[src/rtl/lvds_rx_phase_align.sv]
// lvds_rx_phase_align
// Phase-alignment controller for a 7:1 LVDS receive PLL. Resets the PLL, waits for
// lock, sweeps all 16 dynamic phases against the deserializer's training-pattern
// match flag, then parks psda at the centre of the widest circular passing eye.
// Optional in-service eye monitor: define LVDS_ALIGN_MON_EN to enable it.
module lvds_rx_phase_align #(
    parameter int unsigned RST_CYC    = 16,
    parameter int unsigned LOCK_TMO   = 65535,
    parameter int unsigned SETTLE_CYC = 64,
    parameter int unsigned SAMPLE_CYC = 256,
    parameter int unsigned MIN_EYE    = 3,
    parameter int unsigned MAX_RETRY  = 3,
    parameter logic [3:0]  DUTY_DEF   = 4'b1000,
    parameter logic [3:0]  FDLY_DEF   = 4'b0000,
    parameter int unsigned MON_ERR_TH = 8
) (
    input  logic       clk,
    input  logic       rst_n,
    input  logic       start,
    input  logic       pll_lock,
    input  logic       pat_valid,
    input  logic       pat_ok,
    output logic       pll_reset,
    output logic [3:0] psda,
    output logic [3:0] dutyda,
    output logic [3:0] fdly,
    output logic       busy,
    output logic       aligned,
    output logic       align_fail,
    output logic [3:0] eye_start,
    output logic [4:0] eye_width
);

    // General cycle counter must cover the longest timed interval (and 32 CENTER steps).
    localparam int unsigned CNT_MAX_A = (LOCK_TMO > RST_CYC) ? LOCK_TMO : RST_CYC;
    localparam int unsigned CNT_MAX_B = (CNT_MAX_A > SETTLE_CYC) ? CNT_MAX_A : SETTLE_CYC;
    localparam int unsigned CNT_MAX   = (CNT_MAX_B > 32) ? CNT_MAX_B : 32;
    localparam int unsigned CNT_W     = $clog2(CNT_MAX + 1);
    localparam int unsigned SMP_W     = $clog2(SAMPLE_CYC + 1);
    localparam int unsigned RTY_W     = $clog2(MAX_RETRY + 2);

    typedef enum logic [2:0] {
        ST_IDLE,
        ST_PLL_RST,
        ST_WAIT_LOCK,
        ST_SETTLE,
        ST_SAMPLE,
        ST_CENTER,
        ST_DONE,
        ST_FAIL
    } state_t;

    state_t             state, state_nx;
    logic [CNT_W-1:0]   cnt, cnt_nx;
    logic [SMP_W-1:0]   smp_cnt, smp_nx;
    logic [SMP_W-1:0]   err_cnt, err_nx, err_sum;
    logic [15:0]        pass_map, pass_nx;
    logic [RTY_W-1:0]   retry_cnt, retry_nx, retry_inc;
    logic [4:0]         run, run_nx, best, best_nx, run_step, best_fin;
    logic [3:0]         best_end, best_end_nx, end_fin, start_fin, centre_fin;
    logic [3:0]         psda_nx, eye_start_nx;
    logic [4:0]         eye_width_nx;
    logic               best_upd, retry_go;
    logic               lock_meta, lock_s;

    assign dutyda = DUTY_DEF;
    assign fdly   = FDLY_DEF;

    // Two-flop synchroniser for the asynchronous PLL lock indication.
    always_ff @(posedge clk or negedge rst_n) begin
        // NOTE: sequential state uses non-blocking (<=) so every flop samples pre-edge values.
        if (!rst_n) begin
            lock_meta <= 1'b0;
            lock_s    <= 1'b0;
        end else begin
            lock_meta <= pll_lock;
            lock_s    <= lock_meta;
        end
    end

    // Next-state and next-register values for the whole controller.
    always_comb begin
        // NOTE: every variable gets a default first so no path leaves it unassigned (no latch).
        state_nx     = state;
        cnt_nx       = cnt;
        smp_nx       = smp_cnt;
        err_nx       = err_cnt;
        pass_nx      = pass_map;
        retry_nx     = retry_cnt;
        run_nx       = run;
        best_nx      = best;
        best_end_nx  = best_end;
        psda_nx      = psda;
        eye_start_nx = eye_start;
        eye_width_nx = eye_width;
        retry_go     = 1'b0;
        retry_inc    = retry_cnt + 1'b1;

        // Saturating error accumulation for the current sample.
        err_sum = (!pat_ok && err_cnt != '1) ? err_cnt + 1'b1 : err_cnt;

        // Circular run-length scan step at position cnt mod 16.
        run_step   = pass_map[cnt[3:0]] ? ((run == 5'd16) ? run : run + 5'd1) : 5'd0;
        best_upd   = run_step > best;
        best_fin   = best_upd ? run_step : best;
        end_fin    = best_upd ? cnt[3:0] : best_end;
        start_fin  = end_fin - best_fin[3:0] + 4'd1;
        centre_fin = start_fin + best_fin[4:1];

        unique case (state)
            ST_IDLE, ST_FAIL: begin
                if (start) begin
                    state_nx = ST_PLL_RST;
                    retry_nx = '0;
                    pass_nx  = '0;
                end
            end
            ST_PLL_RST: begin
                cnt_nx = cnt + 1'b1;
                if (cnt == CNT_W'(RST_CYC - 1)) state_nx = ST_WAIT_LOCK;
            end
            ST_WAIT_LOCK: begin
                cnt_nx = cnt + 1'b1;
                if (lock_s) state_nx = ST_SETTLE;
                else if (cnt == CNT_W'(LOCK_TMO - 1)) retry_go = 1'b1;
            end
            ST_SETTLE: begin
                cnt_nx = cnt + 1'b1;
                if (!lock_s) retry_go = 1'b1;
                else if (cnt == CNT_W'(SETTLE_CYC - 1)) state_nx = ST_SAMPLE;
            end
            ST_SAMPLE: begin
                if (!lock_s) begin
                    retry_go = 1'b1;
                end else if (pat_valid) begin
                    smp_nx = smp_cnt + 1'b1;
                    err_nx = err_sum;
                    if (smp_cnt == SMP_W'(SAMPLE_CYC - 1)) begin
                        pass_nx[psda] = (err_sum == '0);
                        if (psda == 4'd15) begin
                            state_nx = ST_CENTER;
                        end else begin
                            psda_nx  = psda + 4'd1;
                            state_nx = ST_SETTLE;
                        end
                    end
                end
            end
            ST_CENTER: begin
                if (!lock_s) begin
                    retry_go = 1'b1;
                end else begin
                    cnt_nx      = cnt + 1'b1;
                    run_nx      = run_step;
                    best_nx     = best_fin;
                    best_end_nx = end_fin;
                    if (cnt[4:0] == 5'd31) begin
                        eye_start_nx = start_fin;
                        eye_width_nx = best_fin;
                        if (best_fin >= 5'(MIN_EYE)) begin
                            psda_nx  = centre_fin;
                            state_nx = ST_DONE;
                        end else begin
                            state_nx = ST_FAIL;
                        end
                    end
                end
            end
            ST_DONE: begin
                if (start) begin
                    state_nx = ST_PLL_RST;
                    retry_nx = '0;
                    pass_nx  = '0;
                end else if (!lock_s) begin
                    retry_go = 1'b1;
`ifdef LVDS_ALIGN_MON_EN
                end else if (pat_valid) begin
                    // Windowed in-service error count; a bad window forces a fresh alignment.
                    smp_nx = smp_cnt + 1'b1;
                    err_nx = err_sum;
                    if (smp_cnt == SMP_W'(SAMPLE_CYC - 1)) begin
                        if (err_sum >= SMP_W'(MON_ERR_TH)) begin
                            state_nx = ST_PLL_RST;
                            retry_nx = '0;
                            pass_nx  = '0;
                        end else begin
                            smp_nx = '0;
                            err_nx = '0;
                        end
                    end
`endif
                end
            end
            default: state_nx = ST_IDLE;
        endcase

        if (retry_go) begin
            retry_nx = retry_inc;
            state_nx = (retry_inc > RTY_W'(MAX_RETRY)) ? ST_FAIL : ST_PLL_RST;
        end

        // Every state entry restarts the interval counter and the sample window.
        if (state_nx != state) cnt_nx = '0;
        if (state_nx != state || !(state == ST_SAMPLE || state == ST_DONE)) begin
            smp_nx = '0;
            err_nx = '0;
        end
        if (state != ST_CENTER) begin
            run_nx      = '0;
            best_nx     = '0;
            best_end_nx = '0;
        end
        // PLL reset, lock wait and failure all park the phase at 0.
        if (state_nx == ST_PLL_RST || state_nx == ST_FAIL) psda_nx = '0;
    end

    // State register plus all registered outputs and datapath.
    always_ff @(posedge clk or negedge rst_n) begin
        if (!rst_n) begin
            state      <= ST_IDLE;
            cnt        <= '0;
            smp_cnt    <= '0;
            err_cnt    <= '0;
            // NOTE: the pass map is a small flop vector, so it is reset with everything else.
            pass_map   <= '0;
            retry_cnt  <= '0;
            run        <= '0;
            best       <= '0;
            best_end   <= '0;
            psda       <= '0;
            eye_start  <= '0;
            eye_width  <= '0;
            pll_reset  <= 1'b0;
            busy       <= 1'b0;
            aligned    <= 1'b0;
            align_fail <= 1'b0;
        end else begin
            state      <= state_nx;
            cnt        <= cnt_nx;
            smp_cnt    <= smp_nx;
            err_cnt    <= err_nx;
            pass_map   <= pass_nx;
            retry_cnt  <= retry_nx;
            run        <= run_nx;
            best       <= best_nx;
            best_end   <= best_end_nx;
            psda       <= psda_nx;
            eye_start  <= eye_start_nx;
            eye_width  <= eye_width_nx;
            pll_reset  <= (state_nx == ST_PLL_RST);
            busy       <= !(state_nx == ST_IDLE || state_nx == ST_DONE || state_nx == ST_FAIL);
            aligned    <= (state_nx == ST_DONE);
            align_fail <= (state_nx == ST_FAIL);
        end
    end

endmodule
[config.mk]
export PLATFORM = sky130hd
export DESIGN_NAME = lvds_rx_phase_align
export DESIGN_NICKNAME = d
export VERILOG_FILES = /design/src/rtl/lvds_rx_phase_align.sv
export SDC_FILE = /design/constraint.sdc
export NUM_CORES = 1
export LEC_CHECK = 0
export ABC_CLOCK_PERIOD_IN_PS = 4750
export CAP_MARGIN = 25
export CORE_MARGIN = 2
export CORE_UTILIZATION = 56
export CTS_BUF_LIST = sky130_fd_sc_hd__clkbuf_8
export DETAILED_ROUTE_END_ITERATION = 10
export PLACE_DENSITY = 0.77
export RECOVER_POWER = 100
export SYNTH_ARGS = -nofsm -noshare
export SYNTH_HDL_FRONTEND = slang
export SYNTH_SLANG_ARGS = --single-unit
[constraint.sdc]
create_clock -name clk -period 4.75 [get_ports clk]
set_input_delay 0.7125 -clock clk [delete_from_list [all_inputs] [get_ports clk]]
set_output_delay 0.7125 -clock clk [all_outputs]
set_load 0.01 [all_outputs]
== Yosys cells after proc, flatten, opt, wreduce, memory -nomap -nowiden ==
Index checks and enable logic that the tools add are counted.
Widths: inputs -> output; s select.

* Logic and storage cells: 165
* Input bits: 6
* Flip-flop bits (word level): 89
* Output and inout port bits: 25

* Magnitude comparators: 6
* Mux-type cells: 67
* Reductions and logical operators: 33
* $add $sub $neg: 9
* Equal/unequal tests: 32

{| class="wikitable"
|+ Operator list
! cell !! number
|-
| $mux 16 || 6
|-
| $mux 9 || 9
|-
| $pmux 16 s2 || 2
|-
| $mux 3 || 16
|-
| $mux 4 || 12
|-
| $mux 5 || 9
|-
| $add 9x1->9 const B || 2
|-
| $eq 3x3->1 const B || 6
|-
| $pmux 3 s6 || 1
|-
| $add 16x1->16 const B || 1
|-
| $bwmux 16 || 1
|-
| $eq 16x16->1 const B || 1
|-
| $eq 16x4->1 const B || 1
|-
| $eq 16x6->1 const B || 1
|-
| $reduce_bool 2->1 || 8
|-
| $ne 3x3->1 const B || 5
|-
| $ne 3x2->1 const B || 4
|-
| $eq 5x5->1 const B || 2
|-
| $lt 4x5->1 const B || 2
|-
| $eq 9x8->1 const B || 1
|-
| $logic_not 9->1 || 1
|-
| $ne 9x9->1 const B || 1
|-
| $reduce_or 3->1 || 3
|-
| $add 4x1->4 const B || 2
|-
| other kinds (28) || 50
|}

== Logic depth before layout (Yosys ltp) ==
* Depth in word-level cells: 15
* Depth in mapped cells: 23
* Gate-level depth less buffers: 22

== Worst setup path before layout ==
OpenSTA, ideal clock, no wires.

* Kind: reg2reg
* Start: register cnt[0]
* End: register psda[3]
* Buffers on the path: 2
* Data arrival time: 4,713 ps
* Stages on the path, launching flop included: 23
* Data required time: 4,617 ps
* Slack: -97 ps
* Clock period less this slack: 4,847 ps
* Setup time: 133 ps
* Path through: dfrtp_1 -> buf_4 -> mux4_2 -> mux2i_1 -> mux2i_2 -> and2_1 -> ha_1 -> and4_1 -> a21oi_1 -> o31a_1 -> clkbuf_1 -> nor2_1 -> a21oi_1 -> inv_1 -> ha_1 -> inv_1 -> ha_1 -> fa_1 -> ha_1 -> a21oi_1 -> xnor2_1 -> xnor2_1 -> a31oi_1

* Elaborated cells on any way between the ends: 42
* Classes of those cells: 3 x add/sub; 2 x order compare; 13 x eq/ne; 21 x mux; 3 x reduce/logical

{| class="wikitable"
|+ RTL lines
! item !! line !! source
|-
| from (decl) || 54 || <nowiki>logic [CNT_W-1:0] cnt, cnt_nx;</nowiki>
|-
| from (signal assigned) || 239 || <nowiki>cnt <= cnt_nx;</nowiki>
|-
| $bmux 1 s4 * || 103 || <nowiki>run_step = pass_map[cnt[3:0]] ? ((run == 5'd16) ? run : run + 5'd1) : 5'd0;</nowiki>
|-
| $mux 1 (not written as such) * || 103 ||
|-
| $mux 5 * || 103 ||
|-
| $gt 5x5->1 || 104 || <nowiki>best_upd = run_step > best;</nowiki>
|-
| $mux 5 * || 105 || <nowiki>best_fin = best_upd ? run_step : best;</nowiki>
|-
| named net best_fin[1] || 59 || <nowiki>logic [4:0] run, run_nx, best, best_nx, run_step, best_fin;</nowiki>
|-
| $sub 4x4->4 * || 107 || <nowiki>start_fin = end_fin - best_fin[3:0] + 4'd1;</nowiki>
|-
| $add 4x1->4 * || 107 ||
|-
| named net start_fin[2] || 60 || <nowiki>logic [3:0] best_end, best_end_nx, end_fin, start_fin, centre_fin;</nowiki>
|-
| $add 4x4->4 * || 108 || <nowiki>centre_fin = start_fin + best_fin[4:1];</nowiki>
|-
| $mux 4 * || 160 || <nowiki>if (best_fin >= 5'(MIN_EYE)) begin</nowiki>
|-
| $mux 4 * || 157 || <nowiki>if (cnt[4:0] == 5'd31) begin</nowiki>
|-
| $mux 4 * || 150 || <nowiki>if (!lock_s) begin</nowiki>
|-
| $pmux 4 s2 * || 110 || <nowiki>unique case (state)</nowiki>
|-
| $mux 4 * || 214 || <nowiki>if (state_nx == ST_PLL_RST || state_nx == ST_FAIL) psda_nx = '0;</nowiki>
|-
| to (signal assigned) || 247 || <nowiki>psda <= psda_nx;</nowiki>
|-
| to (decl) || 24 || <nowiki>output logic [3:0] psda,</nowiki>
|}

Mark *: on every way through the listed nets, which the timed path passes. The rest lies on a longest branch. The select of a mux whose other input is x is not followed.
A chain may end at the register's enable or synchronous reset.

== Worst setup path after layout ==
Ends and elaborated chain as after synthesis.

==> impl_results.md <==
* Post-Syn Area at 0.00537 sq mm
* Hold buffer count at CTS at 0
* Fin crit period at 4.70 ns
* Initial Util at 57.9%
* Count of cell types in the netlist at 59
* Fin. Hold Viols at 0
* Ant diodes at 0
* CTS sink count at 89
* Skew-Pair Late Insertion Delay at 0.37 ns
* Die Wd at 102 microns
* Leak at 2.57 nW
* Routed vias at 4433
* Initial antenna violation count at 0
* Share of layout cells above drive strength 1 at 13.4%
* Largest net degree at the start of global routing at 54
* Top cell type by total area after synthesis: dfrtp_1
* Asr flop ratio synth at 100%
* CP max stage cell: fa_2
* Number of buffers and inverters on the critical path at 3
* Post-DP HPWL at 8530 microns
* Final instance area at 0.00617 sq mm
* Clock buffers created by TritonCTS at 9
* Largest buffer count on any clock path at 2
* Post-DP Area at 0.00569 sq mm
* Final WS setup at 0.0528 ns
* Die Y at 102 microns
* Number of global-route vias before repair at 4178
* Layout area overhead at 14.8%
* Largest stage delay on the critical path at 0.60 ns
* Seq/Total Area, Yosys at 41.4%
* Tot GR Track Use at 23.8%
* Ratio of final minimum period to clock period at 98.9%
* CTS clk-pin slew, worst paths at 0.10 ns
* Hold Slack at 0.359 ns
* Final core occ at 66.5%
* Synth Area per Inst at 9.02 sq um
* WL final at 12500 microns
* CP max FO at 5
* Cell Pwr Density at 439 mW/mm^2
* Final nets at 651
* GP Congestion at 0.918
* Dominant synthesized flop cell: dfrtp_1
* Wire per inst at 16.7 microns
* CTS tree: built
* Worst EP arrival at 4.95 ns
* Post-Synthesis Cells at 596
* Failing checks: max-capacitance violations, max-slew violations
* Max Cap Violations at 1
* Placement Setup Slack at -0.128 ns
* Crit end category: flip-flop
* Worst EP required at 5.00 ns
* Total gr overflow at 0
* Synth top area cells: dfrtp_1, ha_1, nor2_1, o21ai_0, xor2_1
* First-pass GRT wire length at 19700 microns
* Seq. cell area at 0.00223 sq mm
* Most used cell, CP: ha_4
* Multi-input gate area at 0.00310 sq mm
* FILL cells at 731
* Fin. max-slew vios at 54
* Vias per Instance at 5.91
* Peak VDD IR at 249 uV
* Overall Power at 0.00271 W
* Number of H-tree levels at 3
* Number of port buffers at 22
* Drt pass-1 iters at 5
* Setup Crit Path Kind: reg -> reg
* Remaining DRCs at 0
* Worst Hold Class: reg -> reg
* Status: complete, but fails checks
* Family with the most delay on the worst path: adder cells
* EDFF count, synth at 0
* Starting DRT DRC Count at 279
* Detail Route Antenna Nets at 0
* Synth Register Bits at 89
* Worst-Margin Slew at 2.79 ns
* IO Count at 31
* Core area at 0.00928 sq mm
* Commonest non-fill, non-tap cell in the layout: dfrtp_1
* Top cell type's share of synthesized area at 41.4%
* Yosys warning count at 0
* Slew margin rel. at -86.0%
* Setup Viol. Count Final at 0
* Crit start category: flip-flop
* Most frequent cells in the layout: dfrtp_1, nor2_1, nand2_1
* Root Driver: clkbuf_8
* Max Clk Rate at 0.213 GHz
* Rows at 35
* Worst Skew at 0.0139 ns
* Die Outline Area at 0.0104 sq mm
* CP Cell Sequence: mux4_2 > mux2i_2 > mux2i_4 > and2_4 > ha_4 > o21ai_2 > a21oi_2 > o31a_1 > buf_12 > a21oi_4 > inv_2 > ha_4 > inv_1 > ha_4 > fa_2 > ha_4 > a21oi_2 > xnor2_1 > xnor2_1 > a31oi_1
-- metal layers --
| layer | part of all wire, % | routed length, microns | GRT usage, % |
|---|---|---|---|
| met5 | 0 | 0 | 0 |
| met4 | 3.6 | 445 | 11.7 |
| met3 | 4.7 | 591 | 3.42 |
| met2 | 49 | 6130 | 38.5 |
| met1 | 43 | 5370 | 31.6 |
-- metrics by stage --
step / cells / TNS, ns
after floorplan: 602 / 0
after global placement: 727 / 0
after detailed placement: 728 / -0.203
after CTS: 744 / 0
after global routing: 750 / -0.231
final: 750 / 0
-- sequential cells by signal (all words and copies together) (netlist names) --
signal / cells
cnt: 16
best_end: 4
eye_width: 5
best: 5
psda: 4
eye_start: 4
aligned: 1
state: 3
lock_s: 1
retry_cnt: 3
pass_map: 16
pll_reset: 1
lock_meta: 1
align_fail: 1
busy: 1
smp_cnt: 9
err_cnt: 9
run: 5
-- cell type report --
class / instances / area share [%]
clock buffers: 11 / 2.45
clock inverters: 5 / 0.710
inverters: 23 / 1.40
multi-input cells: 451 / 50.2
flip-flops and latches: 89 / 36.1
well taps: 129 / 2.62
repair buffers: 42 / 6.51
-- Yosys cell counts, drive strengths merged, types with 2 or more instances --
| cell | n |
|---|---|
| xor2 | 24 |
| nand4b | 2 |
| nor4 | 5 |
| mux2i | 14 |
| o22ai | 2 |
| o211ai | 4 |
| dfrtp | 89 |
| a31oi | 6 |
| o21a | 2 |
| inv | 23 |
| fa | 2 |
| conb | 2 |
| a21oi | 36 |
| nand3 | 22 |
| or2 | 2 |
| nor2 | 79 |
| nor2b | 5 |
| a31o | 2 |
| mux4 | 4 |
| and4 | 2 |
| and3 | 7 |
| nor3 | 11 |
| buf | 20 |
| nand2 | 51 |
| mux2 | 4 |
| xnor2 | 22 |
| a21boi | 2 |
| clkbuf | 19 |
| a211oi | 10 |
| nand4 | 14 |
| and2 | 8 |
| nand2b | 5 |
| o21ai | 53 |
| ha | 27 |
-- repair_timing --
action / 4_1_cts / 5_1_grt
pin swaps: 0 / 15
resized for setup: 3 / 37
endpoints found under the setup margin: 2 / 2
setup buffers: 0 / 4
-- cells by family (layout without fill, tap and decap cells) --
| logic type | count (synthesis) | after routing | share of synthesized area (%) |
|---|---|---|---|
| multiplexers | 22 | 22 | 5.19 |
| flip-flops | 89 | 89 | 41.4 |
| AO/OA/AOI/OAI | 128 | 128 | 14.2 |
| other | 2 | 8 | 0.140 |
| XOR/XNOR | 46 | 46 | 7.50 |
| buffers and inverters | 62 | 81 | 5.33 |
| AND/OR/NAND/NOR | 218 | 218 | 19.2 |
| adder cells (fa/ha/maj) | 29 | 29 | 7.03 |
-- path summary, 6_finish.rpt --
path,to,slack (ns),start,cells after the start
max,psda[3]$_DFFE_PN0P_,0.05,cnt[0]$_DFFE_PN0P_,20
max reg2reg,psda[3]$_DFFE_PN0P_,0.05,cnt[0]$_DFFE_PN0P_,20
max in group asynchronous,cnt[0]$_DFFE_PN0P_,1.42,rst_n,2
min in group asynchronous,eye_width[2]$_DFFE_PN0P_,1.23,rst_n,1
min,lock_s$_DFF_PN0_,0.36,lock_meta$_DFF_PN0_,0
min reg2reg,lock_s$_DFF_PN0_,0.36,lock_meta$_DFF_PN0_,0
-- power breakdown --
group,switching [W],internal (W)
logic,0.000739,0.000540
registers,0.0000913,0.000819
clock network,0.000293,0.000228
No activity file was read; power rests on OpenSTA's default activity.
